===== src/rtl/memio_pkg.sv =====
// Shared encodings for the memory/IO responder: access widths, error codes, IO window, FSM states.
package memio_pkg;
  localparam logic [1:0] W_BYTE = 2'b00;
  localparam logic [1:0] W_HALF = 2'b01;
  localparam logic [1:0] W_WORD = 2'b11;

  localparam logic [1:0] E_NONE = 2'b00;
  localparam logic [1:0] E_ADEL = 2'b01;
  localparam logic [1:0] E_ADES = 2'b10;
  localparam logic [1:0] E_BUS  = 2'b11;

  // addr[31:10] of every IO-mapped location (0xFFFFFC00-0xFFFFFFFF)
  localparam logic [21:0] IO_BASE_HI = 22'h3FFFFF;

  typedef enum logic [2:0] {IDLE, RD, WR, RMW_RD, RMW_WR, IO, DONE} state_t;
endpackage


===== src/rtl/memio_lane_align.sv =====
// Little-endian lane extraction with sign/zero extension for loads, and lane merge for sub-word stores.
module memio_lane_align
  import memio_pkg::*;
(
  input  logic [31:0] word,
  input  logic [1:0]  addr,
  input  logic [1:0]  width,
  input  logic        sign,
  input  logic [31:0] wdata,
  output logic [31:0] load_val,
  output logic [31:0] merged
);
  logic [7:0]  byte_v;
  logic [15:0] half_v;

  always_comb begin
    byte_v   = word[{addr, 3'b000} +: 8];
    half_v   = word[{addr[1], 4'b0000} +: 16];
    load_val = word;
    merged   = wdata;
    case (width)
      W_BYTE: begin
        load_val = {{24{sign & byte_v[7]}}, byte_v};
        merged   = word;
        merged[{addr, 3'b000} +: 8] = wdata[7:0];
      end
      W_HALF: begin
        load_val = {{16{sign & half_v[15]}}, half_v};
        merged   = word;
        merged[{addr[1], 4'b0000} +: 16] = wdata[15:0];
      end
      default: begin
        load_val = word;
        merged   = wdata;
      end
    endcase
  end
endmodule


===== src/rtl/memio_responder.sv =====
// CPU memory/IO request responder: sync data RAM with sub-word RMW, handshaked IO window, stall until done.
// Optional MEMIO_TIMEOUT_EN aborts an IO access after IO_TIMEOUT cycles without io_ready.
module memio_responder
  import memio_pkg::*;
#(
  parameter int RAM_AW     = 14,
  parameter int IO_TIMEOUT = 255
) (
  input  logic              clock,
  input  logic              reset,
  input  logic              MemRead,
  input  logic              MemWrite,
  input  logic              IORead,
  input  logic              IOWrite,
  input  logic              Memory_sign,
  input  logic [1:0]        Memory_data_width,
  input  logic [31:0]       addr,
  input  logic [31:0]       wdata,
  output logic [31:0]       rdata,
  output logic              stall,
  output logic [1:0]        err,
  output logic [RAM_AW-1:0] ram_addr,
  output logic              ram_we,
  output logic [31:0]       ram_wdata,
  input  logic [31:0]       ram_rdata,
  output logic [9:0]        io_addr,
  output logic              io_rd,
  output logic              io_wr,
  output logic [31:0]       io_wdata,
  input  logic [31:0]       io_rdata,
  input  logic              io_ready
);
  if (IO_TIMEOUT < 1) begin : g_bad_cfg
    $error("IO_TIMEOUT must be at least 1");
  end

  state_t state, state_nx;

  logic [RAM_AW-1:0] ram_word_q;
  logic [9:0]        io_addr_q;
  logic [1:0]        lane_q, width_q;
  logic              sign_q, io_rd_q, io_wr_q;
  logic [31:0]       wdata_q;

  logic [2:0]  n_req;
  logic        any_req, req_illegal, req_misal, timeout;
  logic [1:0]  req_err;
  logic [31:0] align_word, load_val, merged;

  assign n_req   = {2'b00, MemRead} + {2'b00, MemWrite} + {2'b00, IORead} + {2'b00, IOWrite};
  assign any_req = (n_req != 3'd0);

  // IO strobes aimed outside the IO window are treated as illegal, like a bad width
  assign req_illegal = (n_req > 3'd1) || (Memory_data_width == 2'b10) ||
                       ((IORead | IOWrite) && (addr[31:10] != IO_BASE_HI));
  assign req_misal   = ((Memory_data_width == W_HALF) && addr[0]) ||
                       ((Memory_data_width == W_WORD) && (addr[1:0] != 2'b00));
  assign req_err     = req_illegal ? E_BUS :
                       req_misal   ? ((MemRead | IORead) ? E_ADEL : E_ADES) : E_NONE;

`ifdef MEMIO_TIMEOUT_EN
  logic [15:0] tmo_cnt;
  always_ff @(posedge clock or posedge reset) begin
    if (reset)            tmo_cnt <= '0;
    else if (state != IO) tmo_cnt <= '0;
    else                  tmo_cnt <= tmo_cnt + 16'd1;
  end
  assign timeout = (state == IO) && (tmo_cnt == 16'(IO_TIMEOUT - 1));
`else
  assign timeout = 1'b0;
`endif

  assign align_word = (state == IO) ? io_rdata : ram_rdata;

  memio_lane_align u_align (
    .word     (align_word),
    .addr     (lane_q),
    .width    (width_q),
    .sign     (sign_q),
    .wdata    (wdata_q),
    .load_val (load_val),
    .merged   (merged)
  );

  always_comb begin
    state_nx = state;
    case (state)
      IDLE: begin
        if (any_req) begin
          if (req_err != E_NONE) state_nx = DONE;
          else if (MemRead)      state_nx = RD;
          else if (MemWrite)     state_nx = (Memory_data_width == W_WORD) ? WR : RMW_RD;
          else                   state_nx = IO;
        end
      end
      RD:      state_nx = DONE;
      WR:      state_nx = DONE;
      RMW_RD:  state_nx = RMW_WR;
      RMW_WR:  state_nx = DONE;
      IO:      if (io_ready || timeout) state_nx = DONE;
      DONE:    state_nx = IDLE;
      default: state_nx = IDLE;
    endcase
  end

  always_ff @(posedge clock or posedge reset) begin
    if (reset) state <= IDLE;
    else       state <= state_nx;
  end

  always_ff @(posedge clock or posedge reset) begin
    if (reset) begin
      rdata      <= '0;
      err        <= E_NONE;
      ram_wdata  <= '0;
      io_wdata   <= '0;
      ram_word_q <= '0;
      io_addr_q  <= '0;
      lane_q     <= '0;
      width_q    <= W_WORD;
      sign_q     <= 1'b0;
      io_rd_q    <= 1'b0;
      io_wr_q    <= 1'b0;
      wdata_q    <= '0;
    end else begin
      case (state)
        IDLE: if (any_req) begin
          rdata      <= '0;
          err        <= req_err;
          ram_word_q <= addr[RAM_AW+1:2];
          io_addr_q  <= addr[9:0];
          lane_q     <= addr[1:0];
          width_q    <= Memory_data_width;
          sign_q     <= Memory_sign;
          io_rd_q    <= IORead;
          io_wr_q    <= IOWrite;
          wdata_q    <= wdata;
          if (state_nx == WR) ram_wdata <= wdata;
          if (state_nx == IO) io_wdata  <= wdata;
        end
        RD:     rdata     <= load_val;
        RMW_RD: ram_wdata <= merged;
        IO: begin
          if (io_ready) begin
            if (io_rd_q) rdata <= load_val;
          end else if (timeout) begin
            err <= E_BUS;
          end
        end
        default: ;
      endcase
    end
  end

  assign stall    = ((state == IDLE) && any_req) || ((state != IDLE) && (state != DONE));
  assign ram_addr = (state == IDLE) ? addr[RAM_AW+1:2] : ram_word_q;
  assign ram_we   = (state == WR) || (state == RMW_WR);
  assign io_addr  = io_addr_q;
  assign io_rd    = (state == IO) && io_rd_q;
  assign io_wr    = (state == IO) && io_wr_q;
endmodule

===== config.mk =====
export PLATFORM = sky130hd
export DESIGN_NAME = memio_responder
export DESIGN_NICKNAME = d
export VERILOG_FILES = /design/src/rtl/memio_pkg.sv /design/src/rtl/memio_lane_align.sv /design/src/rtl/memio_responder.sv
export SDC_FILE = /design/constraint.sdc
export NUM_CORES = 1
export LEC_CHECK = 0
export ABC_AREA = 1
export BUFFER_PORTS_ARGS = -buffer_cell sky130_fd_sc_hd__buf_2
export CORE_AREA = 8 8 123 171
export CTS_CLUSTER_DIAMETER = 30
export DETAILED_ROUTE_END_ITERATION = 10
export DIE_AREA = 0 0 131 179
export HOLD_SLACK_MARGIN = 0.02
export PLACE_DENSITY = 0.87
export RECOVER_POWER = 25
export SYNTH_ARGS = -nofsm -noshare
export SYNTH_HDL_FRONTEND = slang
export SYNTH_HIERARCHICAL = 1
export SYNTH_SLANG_ARGS = --single-unit

===== constraint.sdc =====
create_clock -name clock -period 7.6 [get_ports clock]
set_input_delay 0.76 -clock clock [delete_from_list [all_inputs] [get_ports clock]]
set_output_delay 0.76 -clock clock [all_outputs]
set_load 0.01 [all_outputs]

==> out/metrics.cfg <==
[grt]
met2_usage = 0.430
grt-ovfl-total = 0
grt_use_met3 = 0.0545
grt_max_degree = 100
grt_pass1_wl_um = 46700
grt.busiest_layer = met2
grt_pass1_vias = 8974
grtUsageTotal = 0.256
antenna_found_initial = 0
grt_use_met1 = 0.299

[sta]
worst_pin_slew_ns = 4.11
finalHoldViolations = 0
drv_slew = 96
holdWs_ns = 0.480
period_needed_ns = 4.74
skew_ns = 0.00930
period_share = 0.624
max-slew-margin-rel = -1.76
setup_ws_ns = 2.86
fmax_mhz = 211
rsz0062_at_grt = no
final.setup.tns_ns = 0
setup_viol = 0

[floorplanning]
die_h_um = 179
die-area_um2 = 23400
die_width_um = 131
core-area_um2 = 18400
ioPinCount = 264
initial_core_util = 0.493
row_count = 59

[cells_and_area]
area_growth_pct = 20.2
final_cells = 1762
finalInstanceArea_um2 = 10900
n_antenna_cell = 0
fin_util = 0.593
drive_gt1_frac = 0.213
final_nets = 1654

[clocking]
htree_num_levels = 4
cts-root-buf = clkbuf_16
insertion_delay_ns = 0.43
cts_sinks = 154
cts_setup_buffers = 0
cts.clk_slew.worst_paths_ns = 0.06
ctsResizeCount = 0
clk_path_buf_depth = 2
hold_buffers = 0
cts_buffers = 17
cts_tree = built

[power]
peakVddDrop_uv = 163
power_switching_mw = 1.73
p_leak_nw = 6.28
pwr-share-clk = 0.223
seqPwrFrac = 0.339
total_power_mw = 3.88
p_int_mw = 2.15
power_density_nw_per_um2 = 356
comb_power_share = 0.438
p_sw_frac = 0.446

[synth]
netlist-cell-type-count = 33
synth.avg_cell_area_um2 = 6.97
yosysWarnings = 6
synth_seq_cells = 154
syn_nets = 1449
synthCells = 1300
synth_area_um2 = 9060
synth_area_leaders = dfrtp_1 (42%), nand2_1 (20%), o21ai_0 (7.2%)
synth_top_area_frac = 0.420
synth_top_area_cell = dfrtp_1
ys_seq_area_frac = 0.426

[detailed_routing]
drc = 0
firstDrtPassIters = 7
routedWlPerCell_um = 17.1
num_vias = 9522
post_drt_via_cell_ratio = 5.40
antenna_left = 0
wl_um = 30200
first_iter_violations = 883

[placed_design]
place_ws_ns = 2.50
gp_congestion = 0.938
hpwlAfterDp_um = 22400
dp_cells = 1730
place.port_buffers = 263
place_area_um2 = 10300

[critical_path]
worstPathRequired_ns = 7.96
cp-start-kind = input pin
worstPathArrival_ns = 5.10
crit_path_max_fanout = 80
worstSetupPathType = input pin to register
end_kind = register

[status]
violations = max-capacitance violations, max-slew violations
status = finished, violations left

[job]
cap_violations = 1

[min_path]
hp-class = register to register

## cell usage after synthesis (all sizes together)
library cell / number
nand2: 502
o21ai: 168
dfrtp: 152
nand3: 136
inv: 103
nor2: 67
buf: 52
a21oi: 38
clkbuf: 33
ha: 10
and3: 9
o22ai: 9
o211ai: 6
nor3: 4
nand4: 3
a21boi: 2
dfstp: 2
a31oi: 1
bufinv: 1
clkinv: 1
fa: 1
## per-layer routing
layer  part of all wire  wire length [µm]
met1               0.37             11100
met2               0.50             15100
met3              0.087              2640
met4              0.045              1360
met5                  0                 0
## critical path: stages
cell	delay, ns
buf_2	0.11
inv_1	0.16
fa_1	0.44
inv_1	0.08
ha_1	0.17
inv_1	0.05
ha_1	0.29
nor2_1	0.12
nand2_1	0.08
nand2_2	0.38
buf_4	0.64
inv_1	0.22
a21oi_1	0.26
nand2_2	0.12
nor2_1	0.14
nand2_2	0.39
nand2_4	0.46
nand2_1	0.11
nand2_1	0.08
## final timing paths
| path | from | end | slack [ns] | depth (start not counted) |
|---|---|---|---|---|
| min reg2reg | err[0] | err[0] | 0.48 | 2 |
| max | MemRead | ram_wdata[28] | 2.86 | 19 |
| max in group asynchronous | reset | ram_wdata[31] | 3.97 | 3 |
| max reg2reg | state[1] | ram_wdata[28] | 4.05 | 11 |
| min in group asynchronous | reset | io_wr_q | 1.53 | 2 |
| min | err[0] | err[0] | 0.48 | 2 |
## layout by cell type (no fill, tap or decap), drive strengths merged, types with 10 or more instances in the layout
cell type	instances
nand3	136
nand2	502
dfrtp	152
buf	257
ha	10
clkbuf	33
inv	109
o21ai	168
a21oi	38
nor2	67
## final cells by class
type | count | area (µm²)
inverters | 105 | 409
repair buffers | 271 | 1360
clock inverters | 13 | 156
flip-flops and latches | 154 | 3860
clock buffers | 19 | 443
multi-input cells | 956 | 4370
fillers | 1642 | 7490
well taps | 244 | 305
## kinds of logic (layout without fill, tap and decap cells)
group                      after synthesis  after routing  synth area share
buffers and inverters                  190            408            0.0932
and+or+nand+nor                        721            721             0.337
AOI/OAI and AO/OA                      224            224             0.129
adders and majority gates               11             11            0.0160
DFF                                    154            154             0.426
## registers in the layout (all words and copies together) (netlist names)
name        flops
io_wr_q         1
ram_word_q     14
io_rd_q         1
sign_q          1
wdata_q        32
io_wdata       32
err             2
rdata          32
io_addr         2
state           3
ram_wdata      32
width_q         2
## power by group through the flow
| stage | clock [mW] | combinational [mW] | sequential [mW] |
|---|---|---|---|
| final | 0.866 | 1.70 | 1.31 |
| after global routing | 0.919 | 1.90 | 1.34 |
| after CTS | 0.875 | 1.69 | 1.31 |
| after detailed placement | 0 | 1.67 | 1.31 |
| after global placement | 0 | 1.62 | 1.31 |
| after floorplan | 0 | 1.22 | 1.28 |
Power figures use the tool's default switching activity.
